==> config.mk <==
export PLATFORM = sky130hd
export DESIGN_NAME = conv_layer_scheduler
export DESIGN_NICKNAME = d
export VERILOG_FILES = /design/src/rtl/conv_layer_scheduler.sv
export SDC_FILE = /design/constraint.sdc
export NUM_CORES = 1
export LEC_CHECK = 0
export BUFFER_PORTS_ARGS = -buffer_cell sky130_fd_sc_hd__buf_2
export CAP_MARGIN = 20
export CORE_AREA = 4 4 70 72
export CTS_CLUSTER_DIAMETER = 30
export DETAILED_ROUTE_END_ITERATION = 16
export DIE_AREA = 0 0 74 76
export PLACE_DENSITY = 0.81
export SYNTH_ARGS = -nofsm -noshare
export SYNTH_HDL_FRONTEND = slang
export SYNTH_SLANG_ARGS = --single-unit
==> constraint.sdc <==
create_clock -name clk -period 2.68 [get_ports clk]
set_input_delay 0.402 -clock clk [delete_from_list [all_inputs] [get_ports clk]]
set_output_delay 0.402 -clock clk [all_outputs]
set_load 0.01 [all_outputs]
==> src/rtl/conv_layer_scheduler.sv <==
// conv_layer_scheduler: ping-pong bank scheduler between conv layer 1 (writer) and conv layer 2 (reader).
// Optional watchdog on layer-2 passes is enabled with SCHED_WATCHDOG_EN.
module conv_layer_scheduler #(
  parameter int ImageWidth      = 8,
  parameter int L2ResetCycles   = 2,
  parameter int FrameCountWidth = 16
`ifdef SCHED_WATCHDOG_EN
  , parameter int WatchdogCycles = 4096
`endif
) (
  input  logic                       clk,
  input  logic                       rst,
  input  logic                       in_valid,
  output logic                       in_ready,
  input  logic                       mem_image_done,
  input  logic                       l2_pooling_done,
  output logic                       wr_bank,
  output logic                       rd_bank,
  output logic [1:0]                 bank_full,
  output logic                       l2_rst,
  output logic                       rd_start,
  output logic                       rd_en,
  output logic [FrameCountWidth-1:0] frames_in,
  output logic [FrameCountWidth-1:0] frames_out,
  output logic                       busy,
  output logic                       err_protocol,
  output logic                       err_timeout
);
  localparam int Pixels = ImageWidth * ImageWidth;
  localparam int PW = $clog2(Pixels + 1);
  localparam int RW = $clog2(L2ResetCycles + 1);
  typedef enum logic {W_FILL, W_DRAIN} w_state_t;
  typedef enum logic [1:0] {R_IDLE, R_RESET, R_RUN} r_state_t;
  w_state_t w_state;
  r_state_t r_state;
  logic [PW-1:0] pix;
  logic [RW-1:0] rcnt;
`ifdef SCHED_WATCHDOG_EN
  localparam int WW = $clog2(WatchdogCycles + 1);
  logic [WW-1:0] wcnt;
`else
  assign err_timeout = 1'b0;
`endif
  assign busy = (|bank_full) || w_state != W_FILL || pix != '0 || r_state != R_IDLE;
  always_ff @(posedge clk or posedge rst) begin
    if (rst) begin
      w_state      <= W_FILL;
      r_state      <= R_IDLE;
      pix          <= '0;
      rcnt         <= '0;
      in_ready     <= 1'b0;
      wr_bank      <= 1'b0;
      rd_bank      <= 1'b0;
      bank_full    <= 2'b00;
      l2_rst       <= 1'b1;
      rd_start     <= 1'b0;
      rd_en        <= 1'b0;
      frames_in    <= '0;
      frames_out   <= '0;
      err_protocol <= 1'b0;
`ifdef SCHED_WATCHDOG_EN
      wcnt         <= '0;
      err_timeout  <= 1'b0;
`endif
    end else begin
      if (w_state == W_FILL) begin
        if (mem_image_done) err_protocol <= 1'b1;
        if (in_valid && in_ready && pix == PW'(Pixels - 1)) begin
          pix      <= '0;
          in_ready <= 1'b0;
          w_state  <= W_DRAIN;
        end else begin
          if (in_valid && in_ready) pix <= pix + 1'b1;
          in_ready <= !bank_full[wr_bank];
        end
      end else if (mem_image_done) begin
        bank_full[wr_bank] <= 1'b1;
        wr_bank            <= !wr_bank;
        frames_in          <= frames_in + 1'b1;
        w_state            <= W_FILL;
      end
      // read side clears only bank_full[rd_bank], never the bank being set above
      rd_start <= 1'b0;
      if (l2_pooling_done && r_state != R_RUN) err_protocol <= 1'b1;
      case (r_state)
        R_IDLE: if (bank_full[rd_bank]) begin
          r_state <= R_RESET;
          rcnt    <= '0;
        end
        R_RESET: if (rcnt == RW'(L2ResetCycles - 1)) begin
          r_state  <= R_RUN;
          l2_rst   <= 1'b0;
          rd_en    <= 1'b1;
          rd_start <= 1'b1;
`ifdef SCHED_WATCHDOG_EN
          wcnt     <= '0;
`endif
        end else rcnt <= rcnt + 1'b1;
        R_RUN: if (l2_pooling_done) begin
          bank_full[rd_bank] <= 1'b0;
          rd_bank            <= !rd_bank;
          frames_out         <= frames_out + 1'b1;
          r_state            <= R_IDLE;
          l2_rst             <= 1'b1;
          rd_en              <= 1'b0;
        end
`ifdef SCHED_WATCHDOG_EN
        else if (wcnt == WW'(WatchdogCycles - 1)) begin
          err_timeout        <= 1'b1;
          bank_full[rd_bank] <= 1'b0;
          rd_bank            <= !rd_bank;
          r_state            <= R_IDLE;
          l2_rst             <= 1'b1;
          rd_en              <= 1'b0;
        end else wcnt <= wcnt + 1'b1;
`endif
        default: r_state <= R_IDLE;
      endcase
    end
  end
endmodule

==> Word-level counts from Yosys, hierarchy flattened <==
Index checks and enable logic that the tools add are counted.
{ "totals": {"output_inout_bits": 43, "wordCells": 98, "ff_bits": 53} }
{ "op_classes": {"reduce_logical": 26, "magnitude_cmp": 4, "eq_ne": 10, "muxes": 36, "bitwise_logic": 4, "add_sub_neg": 4} }
{ "ops": {"columns": ["cell", "count"], "rows": [
  ["16-bit by 1-bit adder with 16-bit output, second input constant", 2],
  ["1-bit two-way mux", 19],
  ["2-bit two-way mux", 9],
  ["7-bit two-way mux", 2],
  ["2-bit inequality test, second input constant", 5],
  ["2-bit nonzero test", 5],
  ["3-bit AND reduction", 3],
  ["2-bit AND reduction", 4],
  ["7-bit by 1-bit adder with 7-bit output, second input constant", 1],
  ["7-bit by 6-bit == test with 1-bit output, second input constant", 1],
  ["7-bit nonzero test", 1],
  ["2-bit one-hot mux with 3 select lines", 1],
  ["1-bit logical AND", 5],
  ["2-bit by 1-bit == test with 1-bit output, second input constant", 2],
  ["1-bit by 2-bit less-than comparator with 1-bit output, second input constant", 2],
  ["1-bit one-hot mux with 2 select lines", 2],
  ["2-bit one-hot mux with 2 select lines", 1],
  ["1-bit logical NOT", 3],
  ["1-bit logical OR", 3],
  ["2-bit by 1-bit adder with 2-bit output, second input constant", 1],
  ["2-bit bitwise AND", 1],
  ["1-bit demux with 1-bit select", 2],
  ["2-bit == test, second input constant", 1],
  ["1-bit >= comparator, second input constant", 2],
  ["other kinds (6)", 6]
]} }

==> Longest topological paths before layout <==
{ "logic_depth": {"depth_word": 10, "depth_mapped": 6, "depth_no_buf": 6} }

==> Least setup slack after synthesis <==
No wires, ideal clock.
{ "synth_path": {"path_kind": "flip-flop to flip-flop", "from": "register frames_out[0]", "to": "register frames_out[14]", "arrival_ns": 1.362, "path_slack_ns": 1.192, "path_buffers": 0, "required_ns": 2.555, "period_less_slack_ns": 1.488, "setup_ns": 0.125, "stages_incl_launch_ff": 6, "path_cell_list": "dfrtp_1 -> ha_1 -> nand3_1 -> nor4_2 -> nand3_1 -> xnor2_1"} }
{ "synth_via": {"elab_chain_cells": 1} }
{ "synth_rtl": {"columns": ["item", "line_no", "rtl"], "rows": [
  ["from (decl)", "24", "output logic [FrameCountWidth-1:0] frames_out,"],
  ["from (signal assigned)", "102", "frames_out <= frames_out + 1'b1;"],
  ["16-bit by 1-bit adder with 16-bit output", "102", null]
]} }
Every way passes these cells.
A chain may end at the register's enable or synchronous reset.

==> Final worst setup path <==
{ "layout_path": {"from": "register pix[0]", "to": "output port busy"} }
{ "layout_via": {"elab_chain_cells": 3} }
{ "layout_rtl": {"columns": ["item", "line_no", "rtl"], "rows": [
  ["from (decl)", "36", "logic [PW-1:0] pix;"],
  ["from (signal assigned)", "73", "if (in_valid && in_ready) pix <= pix + 1'b1;"],
  ["7-bit nonzero test", "44", "assign busy = (|bank_full) || w_state != W_FILL || pix != '0 || r_state != R_IDLE;"],
  ["1-bit logical OR (2 in a row)", "44", null],
  ["to (decl)", "25", "output logic busy,"]
]} }
Every way passes these cells.

==> summary.txt <==
Run status
  • Outcome: completed

Placed design
  • PortBufs: between 40 and 50
  • Hpwl dp: 3304 um
  • GP Congestion: 0.8198
  • Dpl ws: 1.087 ns

Timing
  • Final setup margin: 0.8137 ns
  • Tcrit/Tclk final: 0.6964
  • Final number of setup-violating endpoints: 0
  • Minimum clock period: 1.866 ns
  • Final Hold Vio Count: 0
  • Peak Freq: 535.8 MHz
  • RSZ-0062 raised after global routing: no
  • Max-slew violations: 0
  • Setup TNS: 0 ns
  • Clock Skew: about 0.0051 ns

Routing
  • Post-DR vias/cell: 5.392
  • DRT antenna net count: 0
  • Drt total wl: 4453 um
  • # DRC: 0
  • WL/cell: 14.18 um
  • DR pass1 iterations: 4
  • Detailed Route Iter0 Violations: slightly below 100
  • Vias: ~1,700

Clocking
  • Clk buf depth: 2
  • Total CTS buffers: 5
  • Worst-skew pair later-pin latency: 0.30 ns
  • CTS sink cnt: 53
  • Root buffer cell: clkbuf_8
  • Postcts setup bufs: 0
  • Reg clk slew, reported paths: 0.09 ns
  • H-tree depth: 2
  • # hold bufs at CTS: 0
  • CTS tree: yes
  • CTS resizes: 0

Yosys
  • Top post-synthesis cells by area: dfrtp_1 (54%), xnor2_1 (9.5%), nand2_1 (3.6%), nand3_1 (3.3%), xor2_1 (2.9%)
  • FF+latch count, synth: 53
  • Synth area leader: dfrtp_1
  • Syn avg cell area: 11.36 um^2
  • Area share of the largest cell type after synthesis: 0.5431
  • Syn Inst Count: roughly 210
  • Syn nets: 221
  • Mapped Area: roughly 2400 um^2
  • Count of different cell masters after synthesis: 45
  • Yosys warns: 0
  • Seq/Total Area, Yosys: 0.5540

Power and ir drop
  • NetSw: 0.6987 mW
  • Switching Fraction: 0.3185
  • Flop pwr share: 0.514
  • PwrDens: 787.0 nW/um^2
  • Int Pwr: 1.495 mW
  • Power share of the clock group: 0.251
  • Logic pwr share: 0.235
  • P_leak: ~1.4 nW
  • Peak VDD IR: 0.4666 mV

Worst setup path
  • Crit end category: output pin
  • Critical path cell sequence: inv_1 > ha_1 > nor4b_1 > nand3_1 > buf_2
  • Top Family by Delay on Critical Path: flip-flops
  • Crit path max fanout: 4
  • Reg2reg start: r_state[0]
  • Slowest-stage cell, CP: dfrtp_1
  • Crit path required time: 2.28 ns
  • Worst Reg2Reg Path Length in Cells: 4
  • Crit Path Class: reg -> out
  • WP buf/inv: 2
  • Worst r2r dst: frames_out[15]
  • Crit path DAT: ~1.5 ns
  • Startpoint Class: flop
  • FF-to-FF setup slack: 1.11 ns
  • Crit path largest cell delay: 0.41 ns

GRT
  • Vias in the first global route: 1,657
  • First-pass GRT wire length: slightly below 8000 um
  • GRT overflow: 0
  • Largest net degree at the start of global routing: 35
  • Initial antenna violation count: 0
  • GRT Total Usage: 0.1735

Finish
  • Area of the multi-input gates: ~1000 um^2
  • Layout Nets: 271
  • # fillers: approximately 340
  • Sequential cell area: 1328 um^2
  • Synthesis-to-finish area growth: 16.34%
  • Share of layout cells above drive strength 1: 0.2672
  • Final cell utilization of the core: 0.6492
  • Ant diodes: 0

Floorplan
  • Io pins: 48
  • Initial Utilization: 0.5580
  • Die X: between 70 and 80 um
  • Die Ht: roughly 76 um
  • Floorplan Core Area: ~4300 um^2
  • Die area: 5624 um^2
  • Row count: 24

Run
  • Max cap viols: 0

Worst hold path
  • Worst Hold Class: in -> async
## final cells by class
class / instances / area share
well taps: 52 / 0.02334
repair buffers: 47 / 0.08528
clock inverters: 1 / 0.01077
clock buffers: 7 / 0.03097
flip-flops and latches: 53 / 0.4762
inverters: 10 / 0.01347
multi-input cells: 144 / 0.3600
## stage by stage
step,cell area [um^2],power (mW),std cells,hold slack (ns)
2_1_floorplan,2396,1.478,211,0.4645
3_5_place_dp,2671,1.657,306,0.4140
6_report,2788,2.194,314,0.07413
4_1_cts,2788,2.218,314,0.08097
5_1_grt,2788,2.336,314,0.09616
3_3_place_gp,2671,1.634,306,0.4114
## registers in the layout (all words and copies together), names as in the netlist
signal / count
w_state: 1
err_protocol: 1
in_ready: 1
wr_bank: 1
rcnt: 2
frames_in: 16
bank_full: 2
rd_start: 1
pix: 7
l2_rst: 1
r_state: 2
frames_out: 16
rd_bank: 1
rd_en: 1
## layer usage
metal / up-vias / track usage / part of all wire
met5: - / 0 / 0
met1: 826 / 0.2413 / 0.46
li1: 819 / - / -
met2: 43 / 0.2739 / 0.47
met3: 5 / 0.03034 / 0.052
met4: 0 / 0.05435 / 0.012
## cells in the final DEF, fill, tap and decap left out, types with 5 or more instances in the layout
cell type	netlist	final
inv_1	10	9
nand2_1	23	23
nand4_1	8	8
xor2_1	8	8
nand3_1	16	16
clkbuf_8	0	6
nor2_1	11	11
o21ai_0	5	5
dfrtp_1	52	52
buf_2	0	46
xnor2_1	26	26
ha_1	5	5
## power groups by stage
stage	registers [mW]	clock network, mW	logic (mW)
detailed placement	1.14	0	0.521
global placement	1.13	0	0.500
floorplan	1.14	0	0.341
CTS	1.12	0.570	0.523
finish	1.13	0.551	0.516
global route	1.15	0.600	0.583
## synthesized netlist by cell type, drive strengths merged
cell / instances
a211o: 1
a211oi: 1
a21o: 1
a21oi: 3
a221o: 1
a22o: 2
and2: 1
and2b: 1
and3: 2
and4: 1
buf: 2
clkbuf: 2
conb: 1
dfrtp: 52
dfstp: 1
ha: 5
inv: 10
mux2: 2
mux2i: 1
nand2: 23
nand3: 16
nand3b: 1
nand4: 10
nor2: 12
nor2b: 1
nor3: 4
nor4: 7
nor4b: 1
o21ai: 5
o22a: 1
o22ai: 1
o31a: 1
or2: 2
or2b: 1
or3: 1
xnor2: 26
xor2: 8
## how the worst max path moves through the flow
stage	from	to	slack (ns)	depth (start not counted)
after global routing	pix[0]	busy	0.71	5
final	pix[0]	busy	0.81	5
after CTS	pix[0]	busy	0.80	5
after global placement	l2_pooling_done	frames_out[15]	1.13	5
after detailed placement	l2_pooling_done	frames_out[12]	1.09	5
after floorplan	rst	bank_full[0]	0.99	1
## cells by family after synthesis
logic type / synth area share
DFF: 0.5540
and+or+nand+nor: 0.2052
buffers and inverters: 0.02715
adders and majority gates: 0.02611
xor gates and xnor gates: 0.1243
other: 0.001565
AOI/OAI and AO/OA: 0.04805
muxes: 0.01358
Note: power is estimated with default switching activity, not from simulation.
